**config.mk**
```make
export PLATFORM = sky130hd
export DESIGN_NAME = logic_unit_pipe
export DESIGN_NICKNAME = d
export VERILOG_FILES = /design/src/rtl/logic_unit_pipe.sv
export SDC_FILE = /design/constraint.sdc
export NUM_CORES = 1
export LEC_CHECK = 0
export CAP_MARGIN = 20
export CORE_MARGIN = 1.5
export CORE_UTILIZATION = 45
export DETAILED_ROUTE_END_ITERATION = 10
export GPL_TIMING_DRIVEN = 0
export PLACE_DENSITY = 0.67
export SLEW_MARGIN = 20
export SYNTH_ARGS = -nofsm -noshare
export SYNTH_HDL_FRONTEND = slang
export SYNTH_SLANG_ARGS = --single-unit
```
**constraint.sdc**
```tcl
create_clock -name CLK -period 2.66 [get_ports CLK]
set_input_delay 0.532 -clock CLK [delete_from_list [all_inputs] [get_ports CLK]]
set_output_delay 0.532 -clock CLK [all_outputs]
set_load 0.01 [all_outputs]
```
**src/rtl/logic_unit_pipe.sv**
```systemverilog
// -----------------------------------------------------------------------------
// logic_unit_pipe
// Pipelined bitwise logic / shift unit with a valid/ready handshake on both
// sides. The result and its zero flag are computed combinationally from the
// accepted operands and then carried through PIPE_STAGES elastic register
// stages. Each stage has its own valid bit and holds its contents when the
// stage downstream is full and stalled.
//
// Parameters
//   DATA_WIDTH  : operand/result width (power of two, 4..64)
//   PIPE_STAGES : number of result register stages (1..4)
//
// Ports
//   CLK        in   clock, all state on rising edge
//   RST        in   asynchronous active-low reset
//   A, B       in   operands; B[log2(DATA_WIDTH)-1:0] is the shift amount
//   ALU_FUNC   in   operation select
//   IN_VALID   in   A/B/ALU_FUNC valid
//   IN_READY   out  an operation can be accepted this cycle
//   Logic_OUT  out  result (0 when Logic_Flag=0)
//   Logic_Flag out  Logic_OUT valid
//   Zero_Flag  out  Logic_OUT == 0, qualified by Logic_Flag
//   OUT_READY  in   downstream accepts the result
// -----------------------------------------------------------------------------
module logic_unit_pipe #(
    parameter int DATA_WIDTH  = 16,
    parameter int PIPE_STAGES = 2
) (
    input  logic                  CLK,
    input  logic                  RST,
    input  logic [DATA_WIDTH-1:0] A,
    input  logic [DATA_WIDTH-1:0] B,
    input  logic [2:0]            ALU_FUNC,
    input  logic                  IN_VALID,
    output logic                  IN_READY,
    output logic [DATA_WIDTH-1:0] Logic_OUT,
    output logic                  Logic_Flag,
    output logic                  Zero_Flag,
    input  logic                  OUT_READY
);

    localparam int SH_W = $clog2(DATA_WIDTH);

    logic [SH_W-1:0]       w_shamt;
    logic [DATA_WIDTH-1:0] w_result;
    logic                  w_zero;
    logic [PIPE_STAGES:0]  w_ready;   // w_ready[k]: stage k may load this cycle

    logic                  r_valid [PIPE_STAGES];
    logic [DATA_WIDTH-1:0] r_data  [PIPE_STAGES];
    logic                  r_zero  [PIPE_STAGES];

    // Only the low log2(DATA_WIDTH) bits of B select the shift distance.
    assign w_shamt = B[SH_W-1:0];

    always_comb begin
        w_result = '0;
        case (ALU_FUNC)
            3'b000:  w_result = A & B;
            3'b001:  w_result = A | B;
            3'b010:  w_result = ~(A & B);
            3'b011:  w_result = ~(A | B);
            3'b100:  w_result = A ^ B;
            3'b101:  w_result = ~(A ^ B);
            3'b110:  w_result = A << w_shamt;
            default: w_result = A >> w_shamt;
        endcase
    end

    assign w_zero = (w_result == '0);

    // Ready ripples backwards from the output: a stage can load when it is
    // empty or when its own contents leave in the same cycle. This gives a
    // fully elastic pipeline with no bubble when a stall is released.
    always_comb begin
        w_ready = '0;
        w_ready[PIPE_STAGES] = OUT_READY;
        for (int k = PIPE_STAGES - 1; k >= 0; k--) begin
            w_ready[k] = !r_valid[k] || w_ready[k+1];
        end
    end

    // Stages that load an empty slot also clear their data and zero flag, so
    // the output stage presents 0/0 whenever it holds no valid result.
    always_ff @(posedge CLK or negedge RST) begin
        if (!RST) begin
            for (int k = 0; k < PIPE_STAGES; k++) begin
                r_valid[k] <= 1'b0;
                r_data[k]  <= '0;
                r_zero[k]  <= 1'b0;
            end
        end else begin
            if (w_ready[0]) begin
                r_valid[0] <= IN_VALID;
                r_data[0]  <= IN_VALID ? w_result : '0;
                r_zero[0]  <= IN_VALID && w_zero;
            end
            for (int k = 1; k < PIPE_STAGES; k++) begin
                if (w_ready[k]) begin
                    r_valid[k] <= r_valid[k-1];
                    r_data[k]  <= r_data[k-1];
                    r_zero[k]  <= r_zero[k-1];
                end
            end
        end
    end

    // While reset is asserted the stages are empty, so the ready chain alone
    // would report ready; gate it with RST so nothing is offered as taken.
    assign IN_READY   = RST && w_ready[0];

    assign Logic_OUT  = r_data[PIPE_STAGES-1];
    assign Logic_Flag = r_valid[PIPE_STAGES-1];
    assign Zero_Flag  = r_zero[PIPE_STAGES-1];

endmodule
```
==> metrics, run 1 <==
outcome=finished, final reports clean; pre-CTS worst setup slack=-1.29 ns; # diodes=0; crit path buf inv count=2; Main synth FF type=dfrtp_1; area taken by flip-flops and latches=901 um^2; Synth Area in Compound Gates=18.8%; # IOs=58; DRT Pass-1 Iters=5; Remaining DRCs=0; DIE AREA=0.0105 mm^2; Final Hold Fails=0; clock edge transition at the registers on the reported setup and hold paths=0.07 ns; placed cell areas=0.00518 mm^2; required time worst endpoint=2.88 ns; Final Cell Area=0.00572 mm^2; fin crit period=2.60 ns; Distinct cells, synth=66; Die Wd=102 um; Vias=4522; CP Depth=9; CTS buffer count=5; largest net degree at the start of global routing=28; slowest stage delay, CP=0.55 ns; CTS H-tree depth=2; max-cap check violation count=0; vias in the first global route=4429; Routed wire per std cell=22.7 um; crit start category=primary input; flops & latches, synth=36; Post-synth EDFFs=0; first-pass GRT wire length=25.4 mm; post-synthesis xor/xnor area fraction=3.36%; FMAX=0.385 GHz; Post-DRT Antenna Nets=0; Clock Sinks=36; VDD IR max=0.000232 V; Post-Synth Simple-Gate Area=16.8%; share of the synthesized area in the top cell type=20.3%; worst hold path type=in -> async; Die Ht=102 um; Clock Skew=0.00878 ns; Syn Inst Count=522; buffers added on ports=57; Worst Path Arrival=2.82 ns; hold_buf cts=0; fin nets=671; Bufs on Longest Clock Path=2; layout cells sized above 1=25.7%; total power=2.14 mW; most instantiated cells after synthesis=nand2_1 (49), dfrtp_1 (36), ha_1 (34), inv_1 (34), mux2i_1 (34); final WL=16.6 mm; final setup vio count=0; post-synthesis mux area share=20.8%; Slew Viols, Final=0; Detail Placement HPWL=12.8 mm; Mean Syn Cell Area=8.49 um^2; crit-path leading delay family=simple AND/OR/NAND/NOR gates; worst skew pair latency=0.29 ns; Setup crit end kind=flip-flop; Slew @ Worst Pin=0.609 ns; FF-to-FF path depth=4; area growth from synthesis to layout=29.2%; drt first-iter violations=322; largest family of logic cells by synthesized area=multiplexers; leak pwr=2.60 nW; critical path class=in -> reg; Finished Core Util=59.1%; initial core utilization=45.8%; TNS Setup=0 ns; CORE AREA=0.00968 mm^2; crit share post-route=97.8%; Cell Area, Synth=0.00443 mm^2; GRT Util Overall=32.5%; Final GP Congestion=1.03; multi-input logic area=0.00327 mm^2; initial antenna violation count=0; leading area contributor after synthesis=dfrtp_1; vias per cell=6.18; top cells by area, synth=dfrtp_1 (20%), ha_1 (9.6%), mux2i_1 (7.7%), mux2_2 (6.1%), mux4_2 (6.1%); CTS tree=done; Post-Syn Nets=595; sequential-to-total area share from yosys stat=20.3%; grt ovf=0; fraction of the mapped netlist area in adder cells=9.60%; Root Buffer=clkbuf_8; crit path cell chain=clkdlybuf4s50_1 > clkbuf_2 > and3_4 > nand2_1 > o32ai_1 > or4b_4 > nor4_4 > nand4_1 > o21ai_1; slowest cell on the critical path=or4b_4; fill count=908; top-count cell post-synth=nand2_1; power per standard cell area=374 mW/mm^2; Rows=36; Max FO, Critical Path=10; Final WS setup=0.0595 ns; Ys Warns=0; FFs w/ async S/R, synth=100%; Worst slew margin=59.0%
==> metrics by stage <==
stage / hold WS (ns) / std cells
after floorplan: 0.236 / 522
after global placement: 0.459 / 712
after detailed placement: 0.417 / 713
after CTS: 0.108 / 725
after global routing: 0.118 / 732
final: 0.106 / 732
==> flip-flops by register name (all words and copies together) (netlist names) <==
| name | flops |
|---|---|
| Logic_Flag | 1 |
| Zero_Flag | 1 |
| r_valid | 1 |
| Logic_OUT | 16 |
| r_zero | 1 |
| r_data | 16 |
==> cells in the final DEF, fill, tap and decap left out, types with 6 or more instances in the layout <==
cell type,Yosys,final
nor2_1,25,25
a22o_1,6,6
dlymetal6s2s_1,0,8
buf_4,17,33
nand3_1,9,9
dfrtp_1,36,36
inv_1,34,33
a21oi_1,27,24
nand2b_1,12,12
buf_6,3,16
o211ai_1,13,13
clkdlybuf4s50_1,0,39
o21ai_0,23,19
mux2_2,24,24
mux4_2,12,13
nor3_1,10,9
nor2b_1,8,8
nand2_1,49,48
o22ai_1,7,7
mux2i_1,34,26
xnor2_1,14,13
clkbuf_2,0,10
dlygate4sd2_1,0,7
ha_1,34,33
==> worst register-to-register path, stage by stage (launching register included) <==
cell	delay (ns)
dfrtp_1	0.34
nor2b_1	0.20
buf_1	0.42
clkbuf_1	0.44
mux2_2	0.39
==> layer usage <==
metal / part of all wire (%) / track usage (%) / wire length, um
met4: 3.8 / 15.6 / 631
met2: 48 / 54.9 / 8010
met3: 7.2 / 4.51 / 1200
met5: 0 / 0 / 0
met1: 41 / 41.0 / 6800
==> what timing repair did <==
action                     in CTS  in global routing
setup endpoints to repair      17                  4
pin swaps                       8                 14
resized for setup              60                 66
buffers inserted                7                  7
==> power breakdown <==
| part | internal, mW | switching [mW] | total (mW) |
|---|---|---|---|
| Clock | 0.277 | 0.199 | 0.476 |
| Combinational | 0.496 | 0.518 | 1.01 |
| Sequential | 0.614 | 0.0334 | 0.647 |
| Total | 1.39 | 0.751 | 2.14 |
==> path summary, 6_finish.rpt <==
path,endpoint,slack [ns],start
max in group asynchronous,Logic_OUT[11],2.14,RST
worst max register to register,Logic_OUT[5],0.74,Logic_Flag
worst min register to register,r_data[24],0.47,r_data[24]
worst min-delay path,r_data[19],0.11,RST
min in group CLK,r_data[24],0.47,r_data[24]
worst max-delay path,r_zero[1],0.06,ALU_FUNC[1]
==> layout make-up <==
type | instances | share of cell area, %
inverters | 37 | 2.47
plain buffers | 54 | 7.50
clock buffers | 5 | 1.20
flip-flops and latches | 36 | 15.7
multi-input cells | 392 | 57.1
well taps | 133 | 2.91
clock inverters | 3 | 0.743
repair buffers | 72 | 12.3
==> logic make-up (layout without fill, tap and decap cells) <==
kind of cell,after synthesis,in the layout
DFF,36,36
muxes,72,72
xor gates and xnor gates,17,17
buffers and inverters,94,171
AOI/OAI and AO/OA,124,124
adders and majority gates,34,34
and+or+nand+nor,145,145
(Power assumes the default switching activity.)
==> run 2, diff against run 1 <==
--- a/config.mk
+++ b/config.mk
@@ -10,7 +10,7 @@
 export CORE_UTILIZATION = 45
 export DETAILED_ROUTE_END_ITERATION = 10
 export GPL_TIMING_DRIVEN = 0
-export PLACE_DENSITY = 0.67
+export PLACE_DENSITY = 0.71
 export SLEW_MARGIN = 20
 export SYNTH_ARGS = -nofsm -noshare
 export SYNTH_HDL_FRONTEND = slang
==> metrics, run 2 (synthesis results as in run 1) <==
outcome=finished, final reports clean; Post-DRT Antenna Nets=0; first-pass GRT wire length=24.6 mm; buffers added on ports=57; pre-CTS worst setup slack=-1.21 ns; Slew Viols, Final=0; Setup crit end kind=flip-flop; non-filler cells, final=741; final setup vio count=0; Die Wd=102 um; Slew @ Worst Pin=0.690 ns; Die Ht=102 um; critical path class=in -> reg; Clock Skew=0.00204 ns; vias in the first global route=4238; drt first-iter violations=357; DIE AREA=0.0105 mm^2; Clock Sinks=36; Max FO, Critical Path=10; GRT Util Overall=31.7%; fill count=865; power per standard cell area=353 mW/mm^2; max-cap check violation count=0; crit-path leading delay family=buffers and inverters; area growth from synthesis to layout=31.0%; most common cell after layout, fill and taps aside=nand2_1; crit path cell chain=clkdlybuf4s15_1 > buf_6 > buf_8 > inv_2 > buf_4 > ha_1 > xnor2_1 > or3_1 > o211ai_1 > a211oi_2 > nand4_1 > o21ai_1; leak pwr=2.65 nW; Final GP Congestion=1.08; CORE AREA=0.00968 mm^2; Worst Path Arrival=2.83 ns; crit share post-route=98.3%; # IOs=58; Detail Placement HPWL=12.5 mm; worst skew pair latency=0.28 ns; worst hold path type=in -> async; fin nets=680; Remaining DRCs=0; VDD IR max=0.000209 V; crit path buf inv count=5; CTS tree=done; Rows=36; initial core utilization=45.8%; final WL=16.5 mm; initial antenna violation count=0; layout cells sized above 1=26.5%; DRT Pass-1 Iters=5; Worst slew margin=53.8%; crit start category=primary input; required time worst endpoint=2.87 ns; clock edge transition at the registers on the reported setup and hold paths=0.07 ns; commonest non-fill, non-tap cells in the layout=nand2_1 (46), buf_4 (39), dfrtp_1 (36), clkdlybuf4s50_1 (36), ha_1 (34); Final Hold Fails=0; Vias=4554; Final Cell Area=0.00581 mm^2; vias per cell=6.15; FMAX=0.383 GHz; fin crit period=2.61 ns; Bufs on Longest Clock Path=2; Placed Instances=713; Root Buffer=clkbuf_8; Worst Hold Slack=0.0972 ns; grt ovf=0; hold_buf cts=0; slowest stage delay, CP=0.27 ns; # diodes=0; slowest cell on the critical path=buf_4; Routed wire per std cell=22.3 um; total power=2.05 mW; TNS Setup=0 ns; CTS H-tree depth=2; CTS buffer count=5; largest net degree at the start of global routing=29; Finished Core Util=60.0%; placed cell areas=0.00518 mm^2; Final WS setup=0.0463 ns
-- run 2: cell types whose count changed in the layout (fill, tap and decap cells not counted), moves of 4 or more --
cell      previous run  this run
a211oi_2             5         1
buf_4               33        39
buf_6               16        11
mux2i_2              5         1
a211oi_1             4         8
buf_8                1         6
-- run 2: power breakdown --
| part | internal [mW] | switching (mW) | leakage (nW) | total [mW] |
|---|---|---|---|---|
| clock | 0.182 | 0.197 | 0.0479 | 0.379 |
| sequential | 0.614 | 0.0331 | 0.469 | 0.647 |
| combinational | 0.508 | 0.515 | 2.13 | 1.02 |
| total | 1.30 | 0.744 | 2.65 | 2.05 |
-- run 2: repair_timing --
item,4_1_cts,5_1_grt
buffers inserted,11,10
resized for setup,74,70
hold endpoints to repair,0,0
gates cloned,0,1
pin swaps,11,14
endpoints found under the setup margin,17,3
-- run 2: metal layers --
metal / track usage, % / up-vias / routed length [um]
met5: 0 / - / 0
met1: 40.9 / 2167 / 6440
met4: 17.2 / 0 / 966
met3: 2.80 / 68 / 1290
li1: - / 2045 / -
met2: 52.4 / 274 / 7820
-- run 2: final cells by class --
type / instances / area [um^2] / share of cell area (%)
Sequential cell: 36 / 901 / 15.5
Buffer: 55 / 472 / 8.12
Clock buffer: 5 / 68.8 / 1.19
Timing Repair Buffer: 80 / 777 / 13.4
Tap cell: 133 / 166 / 2.87
Inverter: 37 / 149 / 2.56
Clock inverter: 3 / 18.8 / 0.323
Multi-Input combinational cell: 392 / 3250 / 56.0
-- run 2: worst paths after layout --
| path | from | endpoint | slack [ns] | depth (start not counted) |
|---|---|---|---|---|
| max | B[1] | r_zero[1] | 0.05 | 12 |
| min | RST | Logic_OUT[2] | 0.1 | 1 |
| max reg2reg | Logic_Flag | Logic_OUT[1] | 0.68 | 4 |
| min reg2reg | r_data[24] | r_data[24] | 0.47 | 2 |
| max in group asynchronous | RST | Logic_OUT[13] | 2.16 | 2 |
| min in group CLK | r_data[24] | r_data[24] | 0.47 | 2 |
